**src/rtl/spi_pkg.sv**
```systemverilog
`default_nettype none
// ============================================================================
// Module   : spi_pkg
// Purpose  : Shared SPI word size, idle fill byte and transmit FSM states.
// Revision : 1.0  initial release
// ============================================================================
package spi_pkg;

    localparam int         SPI_WORD_W    = 8;
    localparam logic [7:0] SPI_IDLE_BYTE = 8'hFF;

    typedef enum logic {
        SPI_TX_IDLE  = 1'b0,
        SPI_TX_SHIFT = 1'b1
    } spi_tx_state_t;

endpackage
`default_nettype wire

```
**src/rtl/spi_sync_edge.sv**
```systemverilog
`default_nettype none
// ============================================================================
// Module   : spi_sync_edge
// Purpose  : Multi-flop synchronizer with rise/fall strobes for an async pin.
// Revision : 1.0  initial release
// ============================================================================
module spi_sync_edge #(
    parameter int   SYNC_STAGES = 2,
    parameter logic RESET_VAL   = 1'b0
) (
    input  logic clk,
    input  logic rst,
    input  logic async_i,
    output logic level_o,
    output logic rise_o,
    output logic fall_o
);

    logic [SYNC_STAGES-1:0] sync_q;
    logic                   prev_q;

    always_ff @(posedge clk) begin
        if (rst) begin
            sync_q <= {SYNC_STAGES{RESET_VAL}};
            prev_q <= RESET_VAL;
        end else begin
            sync_q <= {sync_q[SYNC_STAGES-2:0], async_i};
            prev_q <= sync_q[SYNC_STAGES-1];
        end
    end

    assign level_o = sync_q[SYNC_STAGES-1];
    assign rise_o  =  level_o & ~prev_q;
    assign fall_o  = ~level_o &  prev_q;

endmodule
`default_nettype wire

```
**src/rtl/spi_tx_peripheral.sv**
```systemverilog
`default_nettype none
// ============================================================================
// Module   : spi_tx_peripheral
// Purpose  : SPI mode-0 peripheral transmitter, MSB first, one-byte buffer.
// Revision : 1.0  initial release
// ============================================================================
module spi_tx_peripheral
    import spi_pkg::*;
#(
    parameter int                    DATA_WIDTH  = SPI_WORD_W,
    parameter logic [DATA_WIDTH-1:0] IDLE_BYTE   = SPI_IDLE_BYTE,
    parameter int                    SYNC_STAGES = 2
) (
    input  logic                  clk,
    input  logic                  rst,
    input  logic                  SCLK,
    input  logic                  spi_cs_n,
    output logic                  CIPO,
    output logic                  cipo_oe,
    input  logic [DATA_WIDTH-1:0] tx_data,
    input  logic                  tx_valid,
    output logic                  tx_ready,
    output logic                  byte_sent,
    output logic                  underrun,
    output logic                  frame_abort
);

    localparam int                 c_CNT_W = $clog2(DATA_WIDTH) + 1;
    localparam logic [c_CNT_W-1:0] c_WORD  = c_CNT_W'(DATA_WIDTH);
    localparam logic [c_CNT_W-1:0] c_ONE   = c_CNT_W'(1);

    logic sclk_rise, sclk_fall;
    logic cs_level, cs_rise, cs_fall;

    spi_sync_edge #(.SYNC_STAGES(SYNC_STAGES), .RESET_VAL(1'b0)) u_sync_sclk (
        .clk(clk), .rst(rst), .async_i(SCLK),
        .level_o(), .rise_o(sclk_rise), .fall_o(sclk_fall)
    );

    spi_sync_edge #(.SYNC_STAGES(SYNC_STAGES), .RESET_VAL(1'b1)) u_sync_cs (
        .clk(clk), .rst(rst), .async_i(spi_cs_n),
        .level_o(cs_level), .rise_o(cs_rise), .fall_o(cs_fall)
    );

    spi_tx_state_t         state_q, state_d;
    logic [c_CNT_W-1:0]    bit_cnt_q, bit_cnt_d;
    logic [DATA_WIDTH-1:0] shift_q, shift_d;
    logic [DATA_WIDTH-1:0] hold_q, hold_d;
    logic                  hold_full_q, hold_full_d;
    logic                  cipo_q, cipo_d;
    logic                  oe_q, oe_d;
    logic                  sent_q, sent_d;
    logic                  under_q, under_d;
    logic                  abort_q, abort_d;
    logic                  load;
    logic                  accept;
    logic [c_CNT_W-1:0]    cnt_inc;

    assign accept  = tx_valid & ~hold_full_q;
    assign cnt_inc = bit_cnt_q + c_ONE;

    always_comb begin
        state_d     = state_q;
        bit_cnt_d   = bit_cnt_q;
        shift_d     = shift_q;
        hold_d      = hold_q;
        hold_full_d = hold_full_q;
        cipo_d      = cipo_q;
        oe_d        = oe_q;
        sent_d      = 1'b0;
        under_d     = 1'b0;
        abort_d     = 1'b0;
        load        = 1'b0;

        case (state_q)
            SPI_TX_IDLE: begin
                oe_d = 1'b0;
                if (cs_fall) begin
                    load      = 1'b1;
                    bit_cnt_d = '0;
                    oe_d      = 1'b1;
                    state_d   = SPI_TX_SHIFT;
                end
            end
            SPI_TX_SHIFT: begin
                if (cs_rise) begin
                    oe_d      = 1'b0;
                    state_d   = SPI_TX_IDLE;
                    abort_d   = (bit_cnt_q != '0);
                    bit_cnt_d = '0;
                end else if (!cs_level && sclk_rise) begin
                    if (cnt_inc == c_WORD) begin
                        bit_cnt_d = '0;
                        sent_d    = 1'b1;
                    end else begin
                        bit_cnt_d = cnt_inc;
                    end
                end else if (!cs_level && sclk_fall) begin
                    if (bit_cnt_q == '0) begin
                        load = 1'b1;
                    end else begin
                        shift_d = shift_q << 1;
                        cipo_d  = shift_q[DATA_WIDTH-2];
                    end
                end
            end
            default: state_d = SPI_TX_IDLE;
        endcase

        // A pending byte wins the load; otherwise fill and flag the underrun.
        if (load) begin
            if (hold_full_q) begin
                shift_d     = hold_q;
                cipo_d      = hold_q[DATA_WIDTH-1];
                hold_full_d = 1'b0;
            end else begin
                shift_d = IDLE_BYTE;
                cipo_d  = IDLE_BYTE[DATA_WIDTH-1];
                under_d = 1'b1;
            end
        end

        if (accept) begin
            hold_d      = tx_data;
            hold_full_d = 1'b1;
        end
    end

    always_ff @(posedge clk) begin
        if (rst) begin
            state_q     <= SPI_TX_IDLE;
            bit_cnt_q   <= '0;
            shift_q     <= '0;
            hold_q      <= '0;
            hold_full_q <= 1'b0;
            cipo_q      <= 1'b0;
            oe_q        <= 1'b0;
            sent_q      <= 1'b0;
            under_q     <= 1'b0;
            abort_q     <= 1'b0;
        end else begin
            state_q     <= state_d;
            bit_cnt_q   <= bit_cnt_d;
            shift_q     <= shift_d;
            hold_q      <= hold_d;
            hold_full_q <= hold_full_d;
            cipo_q      <= cipo_d;
            oe_q        <= oe_d;
            sent_q      <= sent_d;
            under_q     <= under_d;
            abort_q     <= abort_d;
        end
    end

    assign CIPO        = cipo_q;
    assign cipo_oe     = oe_q;
    assign tx_ready    = ~hold_full_q;
    assign byte_sent   = sent_q;
    assign underrun    = under_q;
    assign frame_abort = abort_q;

endmodule
`default_nettype wire

```
**config.mk**
```make
export PLATFORM = sky130hd
export DESIGN_NAME = spi_tx_peripheral
export DESIGN_NICKNAME = d
export VERILOG_FILES = /design/src/rtl/spi_pkg.sv /design/src/rtl/spi_sync_edge.sv /design/src/rtl/spi_tx_peripheral.sv
export SDC_FILE = /design/constraint.sdc
export NUM_CORES = 1
export LEC_CHECK = 0
export CAP_MARGIN = 5
export CORE_MARGIN = 2
export CORE_UTILIZATION = 55
export DETAILED_ROUTE_END_ITERATION = 16
export DONT_BUFFER_PORTS = 1
export GPL_TIMING_DRIVEN = 0
export PLACE_DENSITY = 0.78
export SLEW_MARGIN = 20
export SYNTH_ARGS = -nofsm -noshare
export SYNTH_HDL_FRONTEND = slang
export SYNTH_SLANG_ARGS = --single-unit
```
**constraint.sdc**
```tcl
create_clock -name clk -period 1.85 [get_ports clk]
set_clock_uncertainty 0.1 [all_clocks]
set_input_delay 0.185 -clock clk [delete_from_list [all_inputs] [get_ports clk]]
set_output_delay 0.185 -clock clk [all_outputs]
set_load 0.05 [all_outputs]
```
## After elaboration in Yosys (flattened, before gate mapping)

Index checks and enable logic that the tools add are counted.

- Output and inout port bits: 6
- Bits of input ports: 13
- Word-level logic and storage cells: 82
- Register bits after elaboration: 32

- Equality and inequality tests: 7
- Reductions and logical operators: 13
- Bitwise operators: 14
- $add $sub $neg: 1
- Muxes and demuxes: 33

Operators by type and width:

| operator | number |
|---|---|
| $mux W7 | 7 |
| $mux W1 | 18 |
| $mux W4 | 4 |
| $not A1 Y1 | 9 |
| $ne A2 B2 Y1 const B | 4 |
| $pmux W4 S2 | 1 |
| $pmux W1 S2 | 3 |
| $reduce_bool A2 Y1 | 3 |
| $and A1 B1 Y1 | 5 |
| $reduce_and A5 Y1 | 1 |
| $add A4 B1 Y4 const B | 1 |
| $eq A4 B4 Y1 const B | 1 |
| $logic_not A4 Y1 | 1 |
| $reduce_bool A4 Y1 | 1 |
| $reduce_or A4 Y1 | 1 |
| $ne A3 B2 Y1 const B | 1 |
| $reduce_or A3 Y1 | 1 |
| $logic_and A1 B1 Y1 | 2 |
| $ne A2 B1 Y1 const B | 1 |
| $reduce_and A2 Y1 | 1 |
| $reduce_or A2 Y1 | 1 |
| $logic_not A1 Y1 | 1 |

## Longest topological paths before layout

- Depth after elaboration: 9
- Gate-level depth with buffers: 6
- Gate-level depth less buffers: 6

## By module

Synthesis repeated with hierarchy kept, for this count alone.

- Cell total of the unflattened synthesis: 151
- Area, all modules: 1,375.1 sq um

Modules (own cells, without submodules):

| module | sequential area each (sq um) | times used | area each (sq um) | cells each |
|---|---|---|---|---|
| spi_tx_peripheral | 520.5 | 1 | 1,191.1 | 135 |
| spi_sync_edge (u_sync_cs) | 60.1 | 1 | 92.6 | 8 |
| spi_sync_edge (u_sync_sclk) | 60.1 | 1 | 91.3 | 8 |

## Worst setup path before layout

Ideal clock, no wire load.

- Kind: register to register
- Start point: register bit_cnt_q[0]
- End point: register cipo_q (netlist: CIPO)
- Path buffers: 0
- Slack: 371 ps
- Required time: 1,629 ps
- Stages on the path, launching flop included: 7
- Arrival time: 1,259 ps
- Path through: dfxtp_1 inv_1 ha_1 nor3b_4 nor2_4 mux2i_1 o2bb2ai_1

- Word-level cells in the longest chain between the ends: 8
- Elaborated cells between the ends (all ways): 13
- Those cells by class: eq/ne (3); mux (6); reduce/logical (4)

RTL lines:

| what | RTL line | text |
|---|---|---|
| start, declared | spi_tx_peripheral.sv:46 | `logic [c_CNT_W-1:0] bit_cnt_q, bit_cnt_d;` |
| start signal, assigned | spi_tx_peripheral.sv:143 | `bit_cnt_q <= bit_cnt_d;` |
| $logic_not A4 Y1 (*) | spi_tx_peripheral.sv:99 | `if (bit_cnt_q == '0) begin` |
| $mux W1 | spi_tx_peripheral.sv:99 |  |
| $mux W1 | spi_tx_peripheral.sv:98 | `end else if (!cs_level && sclk_fall) begin` |
| $mux W1 | spi_tx_peripheral.sv:91 | `end else if (!cs_level && sclk_rise) begin` |
| $mux W1 | spi_tx_peripheral.sv:86 | `if (cs_rise) begin` |
| $pmux W1 S2 | spi_tx_peripheral.sv:75 | `case (state_q)` |
| $ne A2 B2 Y1 (no source line) (tied with other cells) | - |  |
| $reduce_and A5 Y1 (no source line) | - |  |
| end signal, assigned | spi_tx_peripheral.sv:147 | `cipo_q <= cipo_d;` |
| end, declared | spi_tx_peripheral.sv:50 | `logic cipo_q, cipo_d;` |

Every way passes the cells marked *; elsewhere a longest branch is shown, timed or not.
A chain may end at the register's enable or synchronous reset.

## Worst setup path after layout

- Start point: register bit_cnt_q[0]
- End point: register shift_q[0]

- Word-level cells in the longest chain between the ends: 8
- Elaborated cells between the ends (all ways): 13
- Those cells by class: eq/ne (3); mux (6); reduce/logical (4)

RTL lines:

| what | RTL line | text |
|---|---|---|
| $logic_not A4 Y1 (*) | spi_tx_peripheral.sv:99 |  |
| $mux W1 | spi_tx_peripheral.sv:99 |  |
| $mux W1 | spi_tx_peripheral.sv:98 |  |
| $mux W1 | spi_tx_peripheral.sv:91 |  |
| $mux W1 | spi_tx_peripheral.sv:86 |  |
| $pmux W1 S2 | spi_tx_peripheral.sv:75 |  |
| $ne A2 B2 Y1 (no source line) (tied with other cells) | - |  |
| $reduce_and A5 Y1 (no source line) | - |  |
| end signal, assigned | spi_tx_peripheral.sv:144 | `shift_q <= shift_d;` |
| end, declared | spi_tx_peripheral.sv:47 | `logic [DATA_WIDTH-1:0] shift_q, shift_d;` |

Marks and branches as above.

==> results.ini <==
[cells_and_area]
final_common_cell=dfxtp_1
fillers=211
post-route-util_pct=65.7
syn_to_final_growth_pct=14.7
drive_gt1_share_pct=11.4
design_area_sq_um=1600
layout_common_cells=32 x dfxtp_1, 18 x nand2_1, 16 x a21oi_1
finalNetCount=181
antennaDiodeCount=0
final_cells=196

[sta]
rsz0062_at_grt=no
setup_viol=0
period_share_pct=91.7
fmax_ghz=0.589
finalHoldViolCount=0
worst_pin_slew_ns=0.515
whs_ns=0.0145
fin_crit_ns=1.70
tns_ns=0
max-slew-margin-rel_pct=65.6
drv_slew=0

[cts]
clock_latency_ns=0.34
clock_sinks=32
htreeDepth=2
cts_buffer_depth=2
numCtsBuffers=5
clkTransAtPathRegs_ns=0.10
root_buffer=clkbuf_4
cts_tree=yes

[die]
start_util_pct=57.3
die_area_sq_um=2950
coreArea_sq_um=2430
die-height_um=54.3
num_rows=18
ios=19
fp.dieW_um=54.3

[synth]
syn_inst=148
synth_seq_area_share_pct=46.0
synth_area_sq_um=1390
yosys_warnings=0
ys_ff_latch=32
synth_fp_nets=164
ys_types=38
syn_avg_cell_area_sq_um=9.42

[power_and_ir_drop]
power_frac_comb_pct=9.8
p_int_mw=0.961
vdd_ir_drop_max_mv=0.674
p_leak_nw=0.573
switchingPower_mw=0.337
pwr-share-seq_pct=57.3
power_density_nw_per_um2=812
swShare_pct=26.0
clockPowerShare_pct=33.0

[flow_run]
cap_violations=0

[placement]
port_buffers=0
hpwl_um=1820
gp_congestion=0.782
dp.cells=178
placed_cell_area_sq_um=1430

[route]
avgRoutedWirePerCell_um=14.3
routed_wl_um=2810
first_pass_iters=4
ant_nets=0
routed_via_density=5.54
drt_first_iter_violations=15
num_vias=1085
drc=0

[global_route]
grt_overflow=0
grt_pass1_wl_um=4510
grt_pass1_vias=999
grt_use_total_pct=22.0
antenna_found_initial=0
grt_max_degree=11

[critical_path]
critPathMaxFanout=7
cp.required_ns=1.97
worst_setup_path_end_kind=flop
start_kind=flop
critical_path_class=flop to flop
cp.arrival_ns=1.81

[min_path]
holdCritPathClass=primary input to flop

[status]
status=completed

[power by group through the flow]
| stage | Clock (mW) | Combinational [mW] | Sequential, mW |
|---|---|---|---|
| 3_5_place_dp | 0 | 0.107 | 0.759 |
| 2_1_floorplan | 0 | 0.0891 | 0.753 |
| 6_report | 0.428 | 0.127 | 0.743 |
| 4_1_cts | 0.435 | 0.124 | 0.743 |
| 5_1_grt | 0.475 | 0.141 | 0.747 |
| 3_3_place_gp | 0 | 0.104 | 0.757 |
[cell usage after synthesis]
library cell | n | area (sq um)
dfxtp_1 | 32 | 641
nand2_1 | 18 | 67.6
a21oi_1 | 16 | 80.1
nor2_1 | 9 | 33.8
mux2i_1 | 8 | 80.1
nand2b_1 | 8 | 50.1
nor2b_1 | 7 | 43.8
o2bb2ai_1 | 7 | 61.3
clkbuf_1 | 5 | 18.8
ha_1 | 3 | 37.5
inv_1 | 3 | 11.3
a211oi_1 | 2 | 15.0
a31oi_1 | 2 | 12.5
o21ai_1 | 2 | 10.0
or2_1 | 2 | 12.5
or2_2 | 2 | 12.5
a221o_1 | 1 | 10.0
a32o_1 | 1 | 10.0
and3_2 | 1 | 7.51
buf_1 | 1 | 3.75
buf_2 | 1 | 5.00
buf_4 | 1 | 7.51
nand3b_1 | 1 | 7.51
nand4b_1 | 1 | 8.76
nand4bb_4 | 1 | 27.5
nor2_4 | 1 | 11.3
nor3_1 | 1 | 5.00
nor3b_1 | 1 | 7.51
nor3b_2 | 1 | 12.5
nor3b_4 | 1 | 18.8
nor4b_1 | 1 | 8.76
o211ai_1 | 1 | 7.51
o21ai_0 | 1 | 5.00
o21ba_2 | 1 | 10.0
o21bai_1 | 1 | 7.51
or2b_1 | 1 | 7.51
or3b_1 | 1 | 8.76
xnor2_1 | 1 | 8.76
[final timing paths]
check                      startpoint                    end  slack (ns)  cells past startpoint
hold / removal                    rst  u_sync_sclk.sync_q[1]        0.01                      2
setup reg to reg         bit_cnt_q[0]             shift_q[0]        0.15                      6
setup / recovery         bit_cnt_q[0]             shift_q[0]        0.15                      6
hold reg to reg   u_sync_cs.sync_q[0]    u_sync_cs.sync_q[1]        0.32                      1
[registers in the layout, summed over array words and instances, names as in the netlist, 2 cells and up]
name                flops
u_sync_sclk.sync_q      2
shift_q                 7
hold_q                  8
u_sync_cs.sync_q        2
bit_cnt_q               4
[routing by layer]
| metal | routed length (um) | part of all wire [%] | GRT usage (%) |
|---|---|---|---|
| met1 | 1250 | 44 | 25.4 |
| met2 | 1360 | 49 | 36.1 |
| met3 | 139 | 5.0 | 7.38 |
| met4 | 55 | 2.0 | 11.3 |
| met5 | 0 | 0 | 0 |
[metrics by stage]
stage	setup slack (ns)	total power, mW
after floorplan	0.371	0.843
after global placement	0.182	0.860
after detailed placement	0.104	0.866
after CTS	0.0784	1.30
after global routing	0.0535	1.36
final	0.153	1.30
[cells by family after synthesis]
kind of cell	synth area share [%]
adder cells (fa/ha/maj)	2.69
XOR/XNOR	0.628
AO/OA/AOI/OAI	16.4
multiplexers	5.75
AND/OR/NAND/NOR	25.2
buffers and inverters	3.32
flip-flops	46.0
[timing repair]
action                                  4_1_cts  5_1_grt
endpoints found under the setup margin        0        8
buffers inserted                              0        0
hold endpoints to repair                     10        0
resized for setup                             0        3
hold buffers                                 10        0
[cell type report]
class                      instances  area (sq um)  area share [%]
inverter                           3          15.0           0.939
tap                               30          37.5            2.35
timing repair buffer              10           100            6.26
multi-input combinational        105           707            44.2
sequential                        32           641            40.1
clock buffer                       7          55.1            3.44
clock inverter                     1          7.51           0.469
buffer                             8          36.3            2.27
[critical path, stage by stage (launching register included)]
cell and delay (ns):
dfxtp_1 0.46, inv_1 0.08, ha_1 0.20, nor3b_4 0.17
a31oi_1 0.32, o21bai_1 0.16, a21oi_1 0.08
No activity file was read; power rests on OpenSTA's default activity.
==> RTL change 1: new RTL, config.mk and constraints unchanged <==
`SYNC_STAGES` is set to 2 in 2 places; all go to 4.
--- a/src/rtl/spi_sync_edge.sv
+++ b/src/rtl/spi_sync_edge.sv
@@ -7,3 +7,3 @@
 module spi_sync_edge #(
-    parameter int   SYNC_STAGES = 2,
+    parameter int   SYNC_STAGES = 4,
     parameter logic RESET_VAL   = 1'b0
--- a/src/rtl/spi_tx_peripheral.sv
+++ b/src/rtl/spi_tx_peripheral.sv
@@ -11,3 +11,3 @@
     parameter logic [DATA_WIDTH-1:0] IDLE_BYTE   = SPI_IDLE_BYTE,
-    parameter int                    SYNC_STAGES = 2
+    parameter int                    SYNC_STAGES = 4
 ) (
Formal check against the unedited RTL: not equivalent (a bounded check fails within 4 cycles, from zero or initial values and one cycle with rst high).
==> RTL change 1 against the original RTL <==
- sequential share of layout area increased by 2.6 points
- die area increased by 6.1%
- highest routed layer unchanged
- synthesized area increased by 6.6%
- setup slack about the same
- final area increased by 5.9%
- non-clock buffer count unchanged
- power increased by 3.4%
- via count increased by 1.8%
- routed wire length decreased by 1.3%
- worst hold slack improved by 0.24 ns
- sequential cell count increased by 4
- first-iteration DRC count increased to 2.9 times the old value
==> RTL change 1: results <==
[run_status]
status = "completed"

[grt]
grt_pass1_wl_um = 4664
grt_pass1_vias = 1103
grtUsageMet1_pct = 21.26
grt_use_total_pct = 18.81
use_met2_pct = 33.28
grt_use_met3_pct = 6.047

[placed_design]
placed_area_um2 = 1523
gp_congestion = 0.8206
placedCellCount = 181

[sta]
hold_ws_ns = 0.2501
timing.final.crit_period_ns = 1.697
tightest_slew_ns = 0.5137

[worst_setup_path]
worst-r2r-cell-count = 7
slowest_delay_ns = 0.39
startpoint = "bit_cnt_q[1]"
r2r_setup_slack_ns = 0.15

[final_layout]
nets = 185
top_regs = "hold_q: 8 flops, shift_q: 7 flops"
layout-drive-gt1-share_pct = 9.412

[synth]
synth_common_cells = "dfxtp_1, nor2_1, mux2i_1"
syn_nets = 167
avgSynthCellArea_um2 = 9.836
synthMuxAreaShare_pct = 10.11
synthAdderAreaFrac_pct = 2.527
synthTopCellsByArea = "dfxtp_1, mux2i_1, o2bb2ai_1"
yosysSeqAreaShare_pct = 48.53
synthXorXnorAreaFrac_pct = 0.5897

[route]
wl_met1_um = 1202
routed-wl-met3_um = 123
wl_met2_um = 1425
post_drt_wl_per_cell_um = 13.86
viasPerCell = 5.525

[hold_path]
hold-path-endpoint = "state_q"
[RTL change 1: cell count changes in the layout (fill, tap and decap cells not counted), sizes merged, moves of 3 or more]
cell and delta:
nand2 -10, mux2i +7, inv +5, nand2b +3, dfxtp +4, nor3b -3
nor2 +6, a21oi -12
[RTL change 1: power by group through the flow]
stage,Sequential (uW),Combinational (uW),Clock [uW]
floorplan,827,72.2,0
global placement,830,82.8,0
detailed placement,831,85.6,0
CTS,813,104,436
global route,816,117,463
finish,813,105,424
[RTL change 1: cell type report]
cell class	count	area [um^2]
buffer	7	42.54
multi-input combinational	101	695.7
tap	30	37.54
inverter	7	26.28
fill	222	829.5
timing repair buffer	11	110.1
sequential	36	721.9
clock buffer	8	58.81
[RTL change 1: timing repair]
action                                  4_1_cts  5_1_grt
endpoints found under the setup margin        0        4
resized for setup                             0        1
hold buffers                                 11        0
hold endpoints to repair                     11        0
==> RTL change 2: new RTL, same settings <==
Made on the original files. The output `underrun` loses its register stage (`under_q` becomes a continuous assignment).
--- a/src/rtl/spi_tx_peripheral.sv
+++ b/src/rtl/spi_tx_peripheral.sv
@@ -138,3 +138,2 @@
             sent_q      <= 1'b0;
-            under_q     <= 1'b0;
             abort_q     <= 1'b0;
@@ -149,3 +148,2 @@
             sent_q      <= sent_d;
-            under_q     <= under_d;
             abort_q     <= abort_d;
@@ -153,2 +151,4 @@
     end
+
+    assign under_q = under_d;
 
Check against the original RTL: not equivalent (Yosys sat finds a counterexample within 4 cycles, from zero or initial values and one cycle with rst high).
==> RTL change 2 against the original RTL <==
- core utilization rose by 4.4 points
- sequential share of layout area fell by 3.6 points
- sequential cell count fell by 1
- non-clock buffer count rose by 9
- setup slack got worse by 0.10 ns
- power fell by 7.0%
- synthesized area rose by 1.9%
- final area rose by 7.7%
- register-to-register slack got worse by 0.06 ns
- final cell count rose by 11%
- sequential power fell by 3.9%
- critical path depth fell by 1
- routed wire length rose by 11%
- die area rose by 1.8%
- highest routed layer unchanged
==> RTL change 2: results <==
[run_status]
status = "completed"

[placed_design]
gp_congestion = 0.8624
placed_area_um2 = 1458

[route]
routed-wl-met3_um = 132
drt_iter0_markers = 14
viasPerCell = 5.569
wl_met1_um = 1365
wl_met2_um = 1513

[final_layout]
nets = 205
seq_area_share_pct = 36.46
buffers = 27
inv_count = 5
multi_input_gates = 119
multi_input_area_um2 = 768.2
nClkBuffers = 6
layout-drive-gt1-share_pct = 17.55
layout.nonclk_buf_share_pct = 13.07
n_fill_cell = 194

[grt]
grtUsageMet1_pct = 25.38
grt_use_total_pct = 23.67
use_met2_pct = 38.10
grt_use_met3_pct = 10.38
grt_pass1_vias = 1145

[synth]
ys_seq_elements = 31
yosysSeqAreaShare_pct = 43.70
synthTopCellsByArea = "dfxtp_1, nor2b_1, o21ai_0"

[worst_setup_path]
slowest_delay_ns = 0.36
crit_end = "underrun"
timing.rr.end = "shift_q[1]"
r2r_setup_slack_ns = 0.09
path_max_fanout = 2
cp_data_arrival_time_ns = 1.52
startpoint = "bit_cnt_q[1]"

[power_and_ir_drop]
p_comb_share_pct = 12.2
internal_power_uw = 896.9
powerClk_uw = 345
switching_share_pct = 25.66

[clocking]
post_cts_buffers = 6
cts_hold_buffers = 12

[hold_path]
hold_depth = 3

[sta]
max_freq_mhz = 555.2
RTL change 2: cell types whose count changed after synthesis, moves of 3 or more:
| cell | delta |
|---|---|
| nor2b_1 | +7 |
| o2bb2ai_1 | -7 |
| nand2b_1 | +3 |
| o21ai_0 | +15 |
| clkbuf_1 | -3 |
| o22ai_1 | +7 |
| mux2i_1 | -8 |
RTL change 2: metrics by stage:
| stage | instances | util [%] |
|---|---|---|
| 5_1_grt | 218 | 70.18 |
| 3_3_place_gp | 193 | 59.38 |
| 3_5_place_dp | 193 | 59.38 |
| 2_1_floorplan | 163 | - |
| 6_report | 218 | 70.18 |
| 4_1_cts | 217 | 68.91 |
RTL change 2: logic make-up after synthesis:
family                   share of synthesized area (%)
AO/OA/AOI/OAI                                    17.97
XOR/XNOR                                        0.6169
adder cells (fa/ha/maj)                          2.643
buffers and inverters                            4.670
flip-flops                                       43.70
AND/OR/NAND/NOR                                  30.40
